$ cat src/rtl/clk_div_n.sv
// Runtime-programmable 50%-duty integer clock divider (N = 2..2^WIDTH-1, odd or even).
// Optional macro CLK_DIV_N_TICK_EN adds a one-cycle 'tick' pulse at the start of every running period.
module clk_div_n #(
    parameter int WIDTH   = 8,
    parameter int DEF_DIV = 15
) (
    input  logic             clk,
    input  logic             rst,
    input  logic             en,
    input  logic [WIDTH-1:0] div_val,
    input  logic             div_load,
    output logic             clk_out,
    output logic [WIDTH-1:0] cur_div,
    output logic             upd_pend,
    output logic             load_err
`ifdef CLK_DIV_N_TICK_EN
    ,
    output logic             tick
`endif
);

    localparam logic [WIDTH-1:0] ONE = WIDTH'(1);
    localparam logic [WIDTH-1:0] TWO = WIDTH'(2);
    localparam logic [WIDTH-1:0] DEF = WIDTH'(DEF_DIV);

    logic [WIDTH-1:0] cnt_reg, cnt_next;
    logic [WIDTH-1:0] div_reg, div_next;
    logic [WIDTH-1:0] pend_reg, pend_next;
    logic             upd_reg, upd_next;
    logic             err_reg, err_next;
    logic             run_reg, run_next;
    logic             up_reg, up_next;
    logic             dn_reg;
    logic             legal_load;
    logic             boundary;
    logic             apply_div;

    always_comb begin
        legal_load = div_load && (div_val >= TWO);
        boundary   = run_reg && (cnt_reg == div_reg - ONE);
        // A stopped divider restarts on the next edge, which is also a period boundary.
        apply_div  = boundary || (!run_reg && en);

        div_next  = div_reg;
        pend_next = pend_reg;
        upd_next  = upd_reg;
        if (apply_div) begin
            upd_next = 1'b0;
            if (legal_load) begin
                div_next  = div_val;
                pend_next = div_val;
            end else if (upd_reg) begin
                div_next = pend_reg;
            end
        end else if (legal_load) begin
            pend_next = div_val;
            upd_next  = 1'b1;
        end

        err_next = div_load && !legal_load;

        if (run_reg && !boundary) begin
            run_next = 1'b1;
            cnt_next = cnt_reg + ONE;
        end else begin
            run_next = en;
            cnt_next = '0;
        end

        // High for the first floor(N/2) counts of the period that starts with cnt_next.
        up_next = run_next && (cnt_next < (div_next >> 1));
    end

    always_ff @(posedge clk or posedge rst) begin
        if (rst) begin
            cnt_reg  <= '0;
            div_reg  <= DEF;
            pend_reg <= DEF;
            upd_reg  <= 1'b0;
            err_reg  <= 1'b0;
            run_reg  <= 1'b0;
            up_reg   <= 1'b0;
        end else begin
            cnt_reg  <= cnt_next;
            div_reg  <= div_next;
            pend_reg <= pend_next;
            upd_reg  <= upd_next;
            err_reg  <= err_next;
            run_reg  <= run_next;
            up_reg   <= up_next;
        end
    end

    // Half-cycle-delayed copy stretches odd-divisor pulses by half a source clock.
    always_ff @(negedge clk or posedge rst) begin
        if (rst) begin
            dn_reg <= 1'b0;
        end else begin
            dn_reg <= up_reg;
        end
    end

    assign clk_out  = div_reg[0] ? (up_reg | dn_reg) : up_reg;
    assign cur_div  = div_reg;
    assign upd_pend = upd_reg;
    assign load_err = err_reg;

`ifdef CLK_DIV_N_TICK_EN
    logic tick_reg;

    always_ff @(posedge clk or posedge rst) begin
        if (rst) begin
            tick_reg <= 1'b0;
        end else begin
            tick_reg <= run_next && (cnt_next == '0);
        end
    end

    assign tick = tick_reg;
`endif

endmodule

$ cat config.mk
export PLATFORM = sky130hd
export DESIGN_NAME = clk_div_n
export DESIGN_NICKNAME = d
export VERILOG_FILES = /design/src/rtl/clk_div_n.sv
export SDC_FILE = /design/constraint.sdc
export NUM_CORES = 1
export LEC_CHECK = 0
export ABC_AREA = 1
export CORE_MARGIN = 4
export CORE_UTILIZATION = 49
export CTS_CLUSTER_SIZE = 24
export DETAILED_ROUTE_END_ITERATION = 16
export PLACE_DENSITY = 0.75
export REMOVE_ABC_BUFFERS = 1
export SYNTH_ARGS = -nofsm -noshare
export SYNTH_HDL_FRONTEND = slang
export SYNTH_SLANG_ARGS = --single-unit
$ cat constraint.sdc
create_clock -name clk -period 2.6 [get_ports clk]
set_input_delay 0.52 -clock clk [delete_from_list [all_inputs] [get_ports clk]]
set_output_delay 0.52 -clock clk [all_outputs]
set_load 0.02 [all_outputs]
## Word level (Yosys, flattened, before mapping)

Cells that the tools add are included.

| storage, ports and cells | value |
|---|---|
| output and inout bits | 11 |
| register bits after elaboration | 29 |

| operators by class | value |
|---|---|
| equality and inequality tests | 1 |
| add/sub/neg operators | 2 |
| bitwise logic cells | 1 |
| reductions and logical operators | 13 |
| magnitude comparators | 2 |
| muxes and demuxes | 8 |

Operators with widths:

| kind | count |
|---|---|
| 8-bit two-way mux | 4 |
| 8-bit by 1-bit adder with 8-bit output, second input constant | 1 |
| 8-bit == test | 1 |
| 8-bit by 2-bit >= comparator with 1-bit output, second input constant | 1 |
| 8-bit by 7-bit < comparator with 1-bit output | 1 |
| 8-bit by 1-bit subtractor with 8-bit output, second input constant | 1 |
| 1-bit logical AND | 6 |
| 1-bit two-way mux | 4 |
| 2-bit nonzero test | 2 |
| 1-bit zero test | 3 |
| 2-bit AND reduction | 1 |
| 1-bit logical OR | 1 |
| 1-bit bitwise OR | 1 |

## Longest topological paths before layout

| depth | value |
|---|---|
| depth after elaboration | 8 |
| depth in mapped cells | 22 |

==> results.yml <==
detailed_routing:
  wl_um: 4450
  first_pass_iters: 4
  drt_iter0_drc: 98
  post-route-drc-count: 0
  drtAntennaViolNets: 0
  vias: 1743
  via_per_inst: 5.01
  routedWlPerCell_um: 12.8
timing:
  slew_violations: 0
  clock_skew_ns: 0.0116
  worst_slack_ns: -0.144
  rsz0062_at_grt: "yes"
  worst_pin_slew_ns: 0.486
  hold_viol: 0
  holdWs_ns: 0.464
  relSlewSlack: 0.676
  setup_viol: 2
place:
  dp_cells: 336
  dp_hpwl_um: 3210
  globalplace.congestion: 0.856
  port_buffers: 22
critical_path:
  r2r_cells: 17
  path_cells: "a21o_2, buf_6"
  critPathRequiredTime_ns: 2.08
  path_buf_inv: 1
  path_max_fanout: 1
  worstPathArrival_ns: 2.22
  endpoint_kind: "primary output"
  crit_path_max_incr_delay_ns: 0.32
  cp-start-kind: "register"
  path_class: "register to primary output"
  ff2ff_setup_slack_ns: -0.04
  cpLargestDelayFamily: "flip-flops"
  r2r-start: "cur_div[1]"
  cp_slowest_cell: "dfrtn_1"
  r2r-end: "up_reg"
floorplanning:
  die_y_um: 68.6
  die_x_um: 68.6
  fp-row-count: 21
  die-area_um2: 4700
  ioPinCount: 23
  start_util: 0.522
  core_area_um2: 3440
clocking:
  clk_pin_slew_ns: 0.06
  root_buffer: "clkbuf_8"
  clk_latency_ns: 0.29
  htreeDepth: 2
  hold_buffers: 0
  cts_buffers: 5
  cts_tree: "yes"
  clock_path_buffers: 2
  cts_sinks: 29
global_route:
  grtUsageTotal: 0.223
  grt_overflow: 0
  grt_pass1_wl_um: 7560
  grt_antenna_before_repair: 0
  grt_pass1_vias: 1686
  grt_max_degree: 29
final_layout:
  layout-drive-gt1-share: 0.258
  final_core_util: 0.724
  final_common_cell: "nand2_1"
  syn2layout_area_growth_pct: 38.8
  nets: 321
  nFillCells: 266
  num_antenna_cells: 0
  instances_no_fill: 348
  final_cell_mix: "nand2_1, inv_1, buf_4"
status:
  status: "complete, but fails checks"
  violations: "setup timing"
synthesis:
  syn_area_um2: 1800
  avgSynthCellArea_um2: 7.24
  synthCells: 248
  synth_seq_cells: 29
  seq_area_frac_synth: 0.409
  synth.distinct_cells: 28
  synth_warnings: 0
pwr:
  finalPower_mw: 2.93
  power.leakage_nw: 1.25
  pwr_density_cell_nw_per_um2: 1170
  vdd_drop_max_uv: 769
min_path:
  hold_class: "register to register"
  hp-start: "pend_reg[3]"
  hold_depth: 2
  holdPathEnd: "pend_reg[3]"
run:
  maxCapViolations: 0
-- tightest hold or removal path, stage by stage (launching register included) --
cell and delay (ns):
dfstp_2 0.37, nand2_1 0.05, nand2_1 0.04
-- stage by stage --
step | area [um^2] | setup slack, ns | TNS (ns)
after detailed placement | 2240 | -0.284 | -0.462
after global placement | 2240 | -0.284 | -0.411
after floorplan | 1790 | -0.0569 | -0.0569
final | 2490 | -0.144 | -0.181
after CTS | 2470 | -0.146 | -0.180
after global routing | 2490 | -0.232 | -0.398
-- repair_timing --
action,CTS,global route
pin swaps,12,6
gates resized for setup,28,6
buffers inserted,3,1
setup endpoints to repair,2,2
-- worst max path at each step --
stage	startpoint	to	cells after the start
finish	dn_reg	clk_out	2
global route	cur_div[0]	up_reg	18
CTS	dn_reg	clk_out	2
detailed placement	dn_reg	clk_out	2
global placement	dn_reg	clk_out	2
floorplan	cur_div[0]	up_reg	16
-- cells in the mapped netlist (all sizes together) --
library cell | instances | area [um^2]
o2111ai | 1 | 8.76
nor3b | 1 | 12.5
nand3 | 17 | 85.1
a21o | 1 | 8.76
nand3b | 2 | 15.0
inv | 40 | 150
nor2 | 26 | 103
a21boi | 2 | 15.0
clkbuf | 3 | 11.3
dfrtn | 1 | 25.0
and3 | 1 | 6.26
or2 | 1 | 8.76
o211ai | 1 | 7.51
xor2 | 4 | 35.0
dfstp | 8 | 210
nor3 | 2 | 10.0
xnor2 | 2 | 17.5
a21oi | 10 | 50.1
nand2 | 76 | 290
ha | 8 | 100
o21ai | 20 | 119
and2 | 1 | 7.51
dfrtp | 20 | 500
-- layer usage --
metal  vias up  global-route usage  share of wire  wire length (um)
li1        883                   -              -                 -
met1       811               0.286           0.46              2030
met2        40               0.368           0.48              2130
met3         9              0.0486          0.047               211
met4         0              0.0819          0.018                81
met5         -                   0              0                 0
-- power breakdown --
group / total (mW) / internal (mW) / switching, mW
registers: 0.805 / 0.632 / 0.172
logic: 1.72 / 0.790 / 0.931
clock network: 0.404 / 0.239 / 0.165
-- kinds of logic after synthesis --
| group | synth area share |
|---|---|
| DFF | 0.409 |
| and+or+nand+nor | 0.299 |
| adders and majority gates | 0.0557 |
| AOI/OAI and AO/OA | 0.116 |
| buffers and inverters | 0.0898 |
| xor gates and xnor gates | 0.0292 |
-- final cells by class --
type | count | area (um^2) | area share
Sequential cell | 29 | 736 | 0.295
Clock buffer | 7 | 96.3 | 0.0386
Multi-Input combinational cell | 176 | 1010 | 0.406
Tap cell | 46 | 57.6 | 0.0231
Timing Repair Buffer | 49 | 428 | 0.172
Inverter | 40 | 158 | 0.0632
Clock inverter | 1 | 5.00 | 0.00201
Note: power is estimated with default switching activity, not from simulation.
